**config.mk**
```make
export PLATFORM = sky130hd
export DESIGN_NAME = gshare_predictor_flat
export DESIGN_NICKNAME = d
export VERILOG_FILES = /design/src/rtl/bp_pkg.sv /design/src/rtl/gshare_predictor_if.sv /design/src/rtl/bp_pht_ram.sv /design/src/rtl/gshare_predictor.sv /design/src/flat_wrapper.sv
export SDC_FILE = /design/constraint.sdc
export NUM_CORES = 1
export LEC_CHECK = 0
export ABC_AREA = 0
export BUFFER_PORTS_ARGS = -buffer_cell sky130_fd_sc_hd__buf_2
export CAP_MARGIN = 25
export CELL_PAD_IN_SITES_DETAIL_PLACEMENT = 0
export CELL_PAD_IN_SITES_GLOBAL_PLACEMENT = 2
export CORE_ASPECT_RATIO = 1.1
export CORE_UTILIZATION = 45
export CTS_CLUSTER_DIAMETER = 150
export DETAILED_ROUTE_END_ITERATION = 8
export GPL_ROUTABILITY_DRIVEN = 0
export PLACE_DENSITY_LB_ADDON = 0.1
export SLEW_MARGIN = 20
export SYNTH_ARGS = -nofsm -noshare
export SYNTH_HDL_FRONTEND = slang
export SYNTH_SLANG_ARGS = --single-unit
```
**constraint.sdc**
```tcl
create_clock -name clk -period 7.3 [get_ports clk]
set_input_delay 0.73 -clock clk [delete_from_list [all_inputs] [get_ports clk]]
set_output_delay 0.73 -clock clk [all_outputs]
set_load 0.02 [all_outputs]
```
**src/rtl/bp_pkg.sv**
```systemverilog
// Shared types and helpers for the gshare/gselect direction predictor.
// Build option: define GSHARE_HASH_EN to XOR the PC with the history
// (gshare); leave it undefined for the concatenated (gselect) index.
package bp_pkg;

    // Counter type at the default 2-bit width
    typedef logic [1:0] ctr_t;

    typedef enum logic {
        BP_INIT,
        BP_READY
    } bp_state_e;

    // Largest value a w-bit saturating counter can hold
    function automatic int unsigned ctr_max(input int unsigned w);
        return (32'd1 << w) - 32'd1;
    endfunction

    // Smallest counter value that predicts taken
    function automatic int unsigned ctr_thresh(input int unsigned w);
        return 32'd1 << (w - 32'd1);
    endfunction

    // PHT index from a PC and a zero-extended history, truncated to idx_w bits.
    // In concat mode, when ghr_len >= idx_w no PC bits survive the truncation.
    function automatic logic [31:0] bp_idx(input logic [31:0] pc,
                                           input logic [31:0] ghr,
                                           input int unsigned ghr_len,
                                           input int unsigned idx_w);
        logic [31:0] mask;
        mask = (idx_w >= 32) ? 32'hFFFF_FFFF : ((32'd1 << idx_w) - 32'd1);
`ifdef GSHARE_HASH_EN
        return ((pc >> 2) ^ ghr) & mask;
`else
        return (((pc >> 2) << ghr_len) | ghr) & mask;
`endif
    endfunction

endpackage

```
**src/rtl/gshare_predictor_if.sv**
```systemverilog
// Fetch-query / commit-train bus of the direction predictor.
interface gshare_predictor_if #(
    parameter int GHR_LEN = 8
);
    logic               pred_valid;
    logic [31:0]        pred_pc;
    logic               pred_ready;
    logic               pred_taken;
    logic [GHR_LEN-1:0] pred_ghr;
    logic               upd_valid;
    logic [31:0]        upd_pc;
    logic               upd_taken;
    logic [GHR_LEN-1:0] upd_ghr;
    logic               upd_mispredict;

    // Predictor side
    modport slave (
        input  pred_valid, pred_pc, upd_valid, upd_pc, upd_taken, upd_ghr, upd_mispredict,
        output pred_ready, pred_taken, pred_ghr
    );

    // Front-end / ROB side
    modport master (
        output pred_valid, pred_pc, upd_valid, upd_pc, upd_taken, upd_ghr, upd_mispredict,
        input  pred_ready, pred_taken, pred_ghr
    );
endinterface

```
**src/rtl/bp_pht_ram.sv**
```systemverilog
// Pattern history table: async predict read, async update read, one write.
// Both read ports see a same-cycle write, so readers never observe stale data.
module bp_pht_ram #(
    parameter int IDX_W = 8,
    parameter int CTR_W = 2
) (
    input  logic             clk,
    input  logic [IDX_W-1:0] i_prd_idx,
    output logic [CTR_W-1:0] o_prd_ctr,
    input  logic [IDX_W-1:0] i_upd_idx,
    output logic [CTR_W-1:0] o_upd_ctr,
    input  logic             i_wr_en,
    input  logic [IDX_W-1:0] i_wr_idx,
    input  logic [CTR_W-1:0] i_wr_data
);
    logic [CTR_W-1:0] r_mem [2**IDX_W];

    // Counter storage; contents are defined by the init walker, not by reset
    always_ff @(posedge clk) begin
        if (i_wr_en) r_mem[i_wr_idx] <= i_wr_data;
    end

    assign o_prd_ctr = (i_wr_en && (i_wr_idx == i_prd_idx)) ? i_wr_data : r_mem[i_prd_idx];
    assign o_upd_ctr = (i_wr_en && (i_wr_idx == i_upd_idx)) ? i_wr_data : r_mem[i_upd_idx];
endmodule

```
**src/rtl/gshare_predictor.sv**
```systemverilog
// Direction predictor: speculative GHR with recovery, 2-stage PHT training,
// post-reset init walker. Build option GSHARE_HASH_EN selects the hashed index.
module gshare_predictor
    import bp_pkg::*;
#(
    parameter int GHR_LEN     = 8,
    parameter int PHT_ENTRIES = 256,
    parameter int CTR_W       = 2,
    parameter int CTR_INIT    = 1
) (
    input  logic              clk,
    input  logic              rst,
    gshare_predictor_if.slave bus
);
    localparam int               IDX_W  = $clog2(PHT_ENTRIES);
    localparam logic [CTR_W-1:0] C_MAX  = CTR_W'(ctr_max(CTR_W));
    localparam logic [CTR_W-1:0] C_THR  = CTR_W'(ctr_thresh(CTR_W));
    localparam logic [CTR_W-1:0] C_INIT = CTR_W'(CTR_INIT);
    localparam logic [IDX_W-1:0] C_LAST = IDX_W'(PHT_ENTRIES - 1);

    bp_state_e          r_state;
    logic [IDX_W-1:0]   r_walk_idx;
    logic [GHR_LEN-1:0] r_ghr;
    logic               r_u2_vld;
    logic [IDX_W-1:0]   r_u2_idx;
    logic [CTR_W-1:0]   r_u2_ctr;

    logic               w_ready;
    logic [IDX_W-1:0]   w_pred_idx;
    logic [IDX_W-1:0]   w_u1_idx;
    logic [CTR_W-1:0]   w_pred_ctr;
    logic [CTR_W-1:0]   w_u1_ctr;
    logic [CTR_W-1:0]   w_u1_next;
    logic               w_u1_vld;
    logic               w_pred_taken;
    logic               w_wr_en;
    logic [IDX_W-1:0]   w_wr_idx;
    logic [CTR_W-1:0]   w_wr_data;

    // One saturating step; never wraps at either end
    function automatic logic [CTR_W-1:0] sat_step(input logic [CTR_W-1:0] c, input logic taken);
        if (taken) return (c == C_MAX) ? c : c + 1'b1;
        else       return (c == '0)    ? c : c - 1'b1;
    endfunction

    assign w_ready      = (r_state == BP_READY);
    assign w_pred_idx   = IDX_W'(bp_idx(bus.pred_pc, 32'(r_ghr), GHR_LEN, IDX_W));
    assign w_u1_idx     = IDX_W'(bp_idx(bus.upd_pc, 32'(bus.upd_ghr), GHR_LEN, IDX_W));
    assign w_pred_taken = bus.pred_valid & w_ready & (w_pred_ctr >= C_THR);
    assign w_u1_vld     = bus.upd_valid & w_ready;
    assign w_u1_next    = sat_step(w_u1_ctr, bus.upd_taken);

    // The walker owns the write port during INIT; U2 never runs then
    assign w_wr_en   = (r_state == BP_INIT) | r_u2_vld;
    assign w_wr_idx  = (r_state == BP_INIT) ? r_walk_idx : r_u2_idx;
    assign w_wr_data = (r_state == BP_INIT) ? C_INIT : r_u2_ctr;

    assign bus.pred_ready = w_ready;
    assign bus.pred_taken = w_pred_taken;
    assign bus.pred_ghr   = r_ghr;

    bp_pht_ram #(.IDX_W(IDX_W), .CTR_W(CTR_W)) u_pht (
        .clk       (clk),
        .i_prd_idx (w_pred_idx),
        .o_prd_ctr (w_pred_ctr),
        .i_upd_idx (w_u1_idx),
        .o_upd_ctr (w_u1_ctr),
        .i_wr_en   (w_wr_en),
        .i_wr_idx  (w_wr_idx),
        .i_wr_data (w_wr_data)
    );

    // Control: init walk, speculative history with recovery, U2 valid
    always_ff @(posedge clk or posedge rst) begin
        if (rst) begin
            r_state    <= BP_INIT;
            r_walk_idx <= '0;
            r_ghr      <= '0;
            r_u2_vld   <= 1'b0;
        end else begin
            r_u2_vld <= w_u1_vld;
            case (r_state)
                BP_INIT: begin
                    r_walk_idx <= r_walk_idx + 1'b1;
                    if (r_walk_idx == C_LAST) r_state <= BP_READY;
                end
                BP_READY: begin
                    if (bus.upd_valid && bus.upd_mispredict)
                        r_ghr <= GHR_LEN'({bus.upd_ghr, bus.upd_taken});
                    else if (bus.pred_valid)
                        r_ghr <= GHR_LEN'({r_ghr, w_pred_taken});
                end
                default: r_state <= BP_INIT;
            endcase
        end
    end

    // U1 -> U2 data capture: index and already-saturated counter value
    always_ff @(posedge clk) begin
        r_u2_idx <= w_u1_idx;
        r_u2_ctr <= w_u1_next;
    end
endmodule

```
**src/flat_wrapper.sv**
```systemverilog
// flat-port wrapper written by rule: the top's interface ports become plain ports
module gshare_predictor_flat import bp_pkg::*;
#(
    parameter int GHR_LEN     = 8,
    parameter int PHT_ENTRIES = 256,
    parameter int CTR_W       = 2,
    parameter int CTR_INIT    = 1
)
  (clk, rst, bus_pred_valid, bus_pred_pc, bus_upd_valid, bus_upd_pc, bus_upd_taken, bus_upd_ghr, bus_upd_mispredict, bus_pred_ready, bus_pred_taken, bus_pred_ghr);
  gshare_predictor_if #(.GHR_LEN(GHR_LEN)) bus_i ();
  input  logic clk;
  input  logic rst;
  input wire logic [$bits(bus_i.pred_valid)-1:0] bus_pred_valid;
  input wire logic [$bits(bus_i.pred_pc)-1:0] bus_pred_pc;
  input wire logic [$bits(bus_i.upd_valid)-1:0] bus_upd_valid;
  input wire logic [$bits(bus_i.upd_pc)-1:0] bus_upd_pc;
  input wire logic [$bits(bus_i.upd_taken)-1:0] bus_upd_taken;
  input wire logic [$bits(bus_i.upd_ghr)-1:0] bus_upd_ghr;
  input wire logic [$bits(bus_i.upd_mispredict)-1:0] bus_upd_mispredict;
  output wire logic [$bits(bus_i.pred_ready)-1:0] bus_pred_ready;
  output wire logic [$bits(bus_i.pred_taken)-1:0] bus_pred_taken;
  output wire logic [$bits(bus_i.pred_ghr)-1:0] bus_pred_ghr;
  assign bus_i.pred_valid = bus_pred_valid;
  assign bus_i.pred_pc = bus_pred_pc;
  assign bus_i.upd_valid = bus_upd_valid;
  assign bus_i.upd_pc = bus_upd_pc;
  assign bus_i.upd_taken = bus_upd_taken;
  assign bus_i.upd_ghr = bus_upd_ghr;
  assign bus_i.upd_mispredict = bus_upd_mispredict;
  assign bus_pred_ready = bus_i.pred_ready;
  assign bus_pred_taken = bus_i.pred_taken;
  assign bus_pred_ghr = bus_i.pred_ghr;
  gshare_predictor #(.GHR_LEN(GHR_LEN), .PHT_ENTRIES(PHT_ENTRIES), .CTR_W(CTR_W), .CTR_INIT(CTR_INIT)) u_core (.clk(clk), .rst(rst), .bus(bus_i));
endmodule
```
## Word-level counts from Yosys, hierarchy flattened

Memories as Yosys holds them, arrays and structs flattened.
Index checks and enable logic that the tools add are counted.

- Output and inout port bits: 10
- Memories: 1
- RAM bits: 512
- Flip-flop bits (word level): 28

- $add $sub $neg: 3
- Reductions and logical operators: 6
- Muxes and demuxes: 13
- Equal/unequal tests: 4
- Bitwise operators: 7
- Magnitude comparators: 1

Memory list:

| name | depth | width | rd ports | clocked after Yosys merged registers in | write ports | line | source |
|---|---|---|---|---|---|---|---|
| u_core.u_pht.r_mem | 256 | 2 | 2 | 0 | 1 | bp_pht_ram.sv:16 | `logic [CTR_W-1:0] r_mem [2**IDX_W];` |

Operators by type and width:

| operator | count |
|---|---|
| $mux 8 | 3 |
| $eq 8x8->1 | 2 |
| $or 1x8->8 const A | 2 |
| $mux 2 | 6 |
| $add 8x1->8 const B | 1 |
| $eq 8x8->1 const B | 1 |
| $mux 1 | 4 |
| $and 1x1->1 | 3 |
| $logic_and 1x1->1 | 3 |
| $add 2x1->2 const B | 1 |
| $eq 2x2->1 const B | 1 |
| $ge 2x2->1 const B | 1 |
| $logic_not 2->1 | 1 |
| $reduce_and 2->1 | 1 |
| $reduce_bool 2->1 | 1 |
| $sub 2x1->2 const B | 1 |
| $not 1->1 | 1 |
| $or 1x1->1 | 1 |

## Longest topological paths before layout

- Depth in word-level cells: 8
- Gate-level depth with buffers: 13
- Gate-level depth less buffers: 8

## Cells and area by module

Synthesis repeated with hierarchy kept, for this count alone.

- Cell total of the unflattened synthesis: 1,706
- Area total of the unflattened synthesis: 26,709.4 µm²

Modules (own cells, without submodules):

| module | seq. area each (µm²) | cells each | area an instance (µm²) | times used |
|---|---|---|---|---|
| bp_pht_ram | 15,374.7 | 1,617 | 25,543.2 | 1 |
| gshare_predictor | 650.6 | 89 | 1,166.1 | 1 |

## Least setup slack after synthesis

No wires, ideal clock.

- Kind: reg-to-output
- From: register u_core.r_state (netlist: u_core.bus.pred_ready)
- To: output bus_pred_taken
- Buffers on the path: 3
- Slack: 1.763 ns
- Required time: 6.570 ns
- Arrival time: 4.807 ns
- Cell stages (with the launch flop): 7
- Cell sequence: dfrtp_1 clkbuf_1 clkbuf_1 clkbuf_1 nand2_1 inv_1 a31o_2

- Elaborated cells between the ends (all ways): 10
- Those cells by class: order compare: 1; eq/ne: 1; mux: 3; bitwise: 4; reduce/logical: 1

RTL lines:

| element | line | source |
|---|---|---|
| start: declaration | gshare_predictor.sv:21 | `bp_state_e r_state;` |
| start signal: assignment | gshare_predictor.sv:76 | `r_state <= BP_INIT;` |
| start signal: assignment | gshare_predictor.sv:85 | `if (r_walk_idx == C_LAST) r_state <= BP_READY;` |
| start signal: assignment | gshare_predictor.sv:93 | `default: r_state <= BP_INIT;` |
| $mux 2 | gshare_predictor.sv:56 | `assign w_wr_data = (r_state == BP_INIT) ? C_INIT : r_u2_ctr;` |
| net u_core.u_pht.i_wr_data[1] | bp_pht_ram.sv:14 | `input logic [CTR_W-1:0] i_wr_data` |
| $mux 2 | bp_pht_ram.sv:23 | `assign o_prd_ctr = (i_wr_en && (i_wr_idx == i_prd_idx)) ? i_wr_data : r_mem[i_prd_idx];` |
| $ge 2x2->1 | gshare_predictor.sv:49 | `assign w_pred_taken = bus.pred_valid & w_ready & (w_pred_ctr >= C_THR);` |
| $and 1x1->1 | gshare_predictor.sv:49 |  |
| end: declaration | flat_wrapper.sv:21 | `output wire logic [$bits(bus_i.pred_taken)-1:0] bus_pred_taken;` |

The timed path passes the listed nets, and every way through them passes these cells.

## Final worst setup path

- From: register u_core.r_ghr[0] (netlist: u_core.bus.pred_ghr[0])
- To: output bus_pred_taken

- Cells in the longest elaborated chain, start to end: 6
- Elaborated cells between the ends (all ways): 7
- Those cells by class: order compare: 1; eq/ne: 1; mux: 1; bitwise: 2; reduce/logical: 1; memory: 1

Ends and longest elaborated chain:

| element | line | source |
|---|---|---|
| start: declaration | gshare_predictor.sv:23 | `logic [GHR_LEN-1:0] r_ghr;` |
| start signal: assignment | gshare_predictor.sv:89 | `r_ghr <= GHR_LEN'({bus.upd_ghr, bus.upd_taken});` |
| start signal: assignment | gshare_predictor.sv:91 | `r_ghr <= GHR_LEN'({r_ghr, w_pred_taken});` |
| $or 1x8->8 * | bp_pkg.sv:35 | `return (((pc >> 2) << ghr_len) \| ghr) & mask;` |
| branches (longest 2 deep; another with $mem_v2 256x2) | - |  |
| $mux 2 * | bp_pht_ram.sv:23 |  |
| $ge 2x2->1 * | gshare_predictor.sv:49 |  |
| $and 1x1->1 * | gshare_predictor.sv:49 |  |

Every way passes the cells marked *.

==> results.toml <==
[floorplanning]
io_pins = 88
die_h_um = 248
rows = 89
start_util_pct = 45.9
die-width_um = 226
design.core.area_mm2 = 0.0540
die_area_mm2 = 0.0561

[clock_tree]
worstSkewPairLatency_ps = 630
clock_sinks = 540
htree_num_levels = 2
cts.repair.resized = 0
postCtsHoldBufs = 0
cts_tree = "built"
post-cts-setup-buffers = 0
path_clk_slew_ps = 60
cts-buffers-inserted = 56
clockBufferDepth = 3
cts_root_buf = "clkbuf_16"

[synthesis]
avgSynthCellArea_um2 = 15.9
synth_cell_types = 65
synth_top_flop_cell = "edfxtp_1"
ys_warn_count = 0
yosysMostFrequentCell = "edfxtp_1"
yosysTopAreaCell = "edfxtp_1"
synthTopCellsByCount = "edfxtp_1 (512), nor2_1 (288), mux4_2 (157), nand2_1 (80)"
synth_seq_cells = 540
synth_top_area_share_pct = 62.0
synth_nets = 1641
synthArstFlopShare_pct = 3.33
syn_area_mm2 = 0.0248
synth_edf_count = 512
synth_area_leaders = "edfxtp_1 (62%), mux4_2 (14%), nor2_1 (4.4%)"
synth_cells = 1562
synth-seq-area-share_pct = 64.6

[cells_and_area]
postLayoutCellArea_mm2 = 0.0273
drive_gt1_share_pct = 19.9
insertedDiodeCount = 0
fin_cells = 2339
syn_to_final_growth_pct = 10.2
fin_util_pct = 50.6
finalNetCount = 1644

[drt]
wl_per_cell_um = 32.1
drc_errors = 0
vias = 14700
postRouteAntennaNets = 0
detail_route.vias_per_cell = 6.28
dr.pass1.iters = 5
drt_iter0_markers = 1677
finalWirelength_mm = 75.1

[sta]
slew-limit-headroom_pct = 27.6
rsz0062_at_grt = "no"
slew_viol_final = 0
timing.fmax_mhz = 191
period_minus_slack_ps = 5240
tightest_slew_ps = 1080
fin_crit_sh_pct = 71.7
hold_ws_ps = 220
finalSetupTns_ps = 0
worst_slack_ps = 2060
setup_violations = 0
hold_viol_final = 0
skew_ps = 24.5

[min_path]
min_path_type = "primary input to async pin"

[critical_path]
worst_setup_path_start_kind = "flip-flop"
cp.arrival_ps = 4510
crit_fanout = 35
critPathKind = "flip-flop to output port"
worstSetupEndpointType = "output port"
required_ps = 6570

[placement]
place_ws_ps = 2650
dpl.hpwl_mm = 47.9
portBuffers = 23
post_dp_cell_area_mm2 = 0.0256
dp.cells = 2235

[global_route]
grt_pass1_wl_mm = 107
grt_use_total_pct = 27.5
grt_max_degree = 177
first_global_vias = 14800
gr-total-overflow = 0
antenna_found_initial = 2

[power_and_ir_drop]
vdd_drop_max_mv = 0.187
cellLeakagePower_nw = 8.07
p_per_area_mw_per_mm2 = 229
total_power_mw = 6.26

[job]
cap_violations = 0

[run_status]
status = "finished, final reports clean"
-- path summary, 6_finish.rpt --
path,slack [ps],startpoint,cells past startpoint,endpoint
worst min register to register,520,u_core.r_walk_idx[6],1,u_core.r_walk_idx[6]
worst max-delay path,2060,u_core.bus.pred_ghr[0],9,bus_pred_taken
worst min-delay path,220,rst,2,u_core.bus.pred_ghr[3]
max in group asynchronous,6560,rst,2,u_core.bus.pred_ghr[0]
min in group clk,400,bus_upd_valid,2,u_core.r_u2_vld
worst max register to register,3420,u_core.bus.pred_ghr[0],8,u_core.bus.pred_ghr[0]
-- kinds of logic (layout without fill, tap and decap cells) --
logic type / count (synthesis) / in the layout / synth area share (%)
buffers and inverters: 130 / 179 / 2.63
flip-flops: 540 / 540 / 64.6
AND/OR/NAND/NOR: 477 / 477 / 8.20
XOR/XNOR: 25 / 25 / 0.883
adder cells (fa/ha/maj): 3 / 3 / 0.131
AO/OA/AOI/OAI: 128 / 128 / 3.75
multiplexers: 259 / 259 / 19.8
-- where the power goes --
part           internal (mW)  switching (mW)  total, mW
Clock                   1.52            1.21       2.73
Combinational         0.0597           0.126      0.186
Sequential              3.34         0.00165       3.34
-- critical path: stages (launching register included) --
cell and delay, ps:
dfrtp_4 960, buf_4 460, mux4_2 540, mux4_2 540, mux2_2 340, o311ai_1 240, a31oi_1 70, a32o_1 280
a31o_2 220, buf_2 150
-- registers in the layout (all words and copies together), names as in the netlist --
signal,flops
u_core.bus.pred_ghr,8
u_core.bus.pred_ready,1
u_core.r_u2_ctr,2
u_core.r_u2_idx,8
u_core.r_u2_vld,1
u_core.r_walk_idx,8
u_core.u_pht.r_mem,512
-- routing by layer --
layer  vias to the layer above  part of all wire (%)  GRT usage, %
met1                      7870                    42          38.4
li1                       6187                     -             -
met2                       523                    49          44.9
met4                         0                   2.7          8.46
met5                         -                     0             0
met3                       106                   6.3          3.94
-- layout by cell type (no fill, tap or decap), types with 7 or more instances in the layout --
| cell type | n |
|---|---|
| clkbuf_1 | 15 |
| o22ai_1 | 16 |
| edfxtp_1 | 512 |
| o221ai_1 | 10 |
| nor3_1 | 8 |
| mux2i_1 | 74 |
| a22o_1 | 7 |
| inv_1 | 7 |
| mux4_2 | 157 |
| clkbuf_16 | 58 |
| o32ai_1 | 7 |
| clkinv_1 | 10 |
| nor2b_1 | 17 |
| nand2_1 | 80 |
| nor2_1 | 288 |
| a31oi_1 | 7 |
| mux4_1 | 21 |
| a221oi_1 | 11 |
| dfrtp_1 | 15 |
| mux2_2 | 7 |
| and2_1 | 10 |
| clkinv_2 | 13 |
| a211oi_1 | 7 |
| buf_4 | 41 |
| nand3_1 | 35 |
| dfxtp_1 | 10 |
| buf_2 | 21 |
| o21ai_0 | 19 |
| xnor2_1 | 19 |
| a21oi_1 | 15 |
-- final cells by class --
cell class	instances	area [µm²]
well taps	728	911
fillers	4574	26700
clock buffers	73	1510
inverters	9	38.8
flip-flops and latches	540	16000
multi-input cells	892	8140
repair buffers	66	483
clock inverters	31	218
No activity file was read; power rests on OpenSTA's default activity.
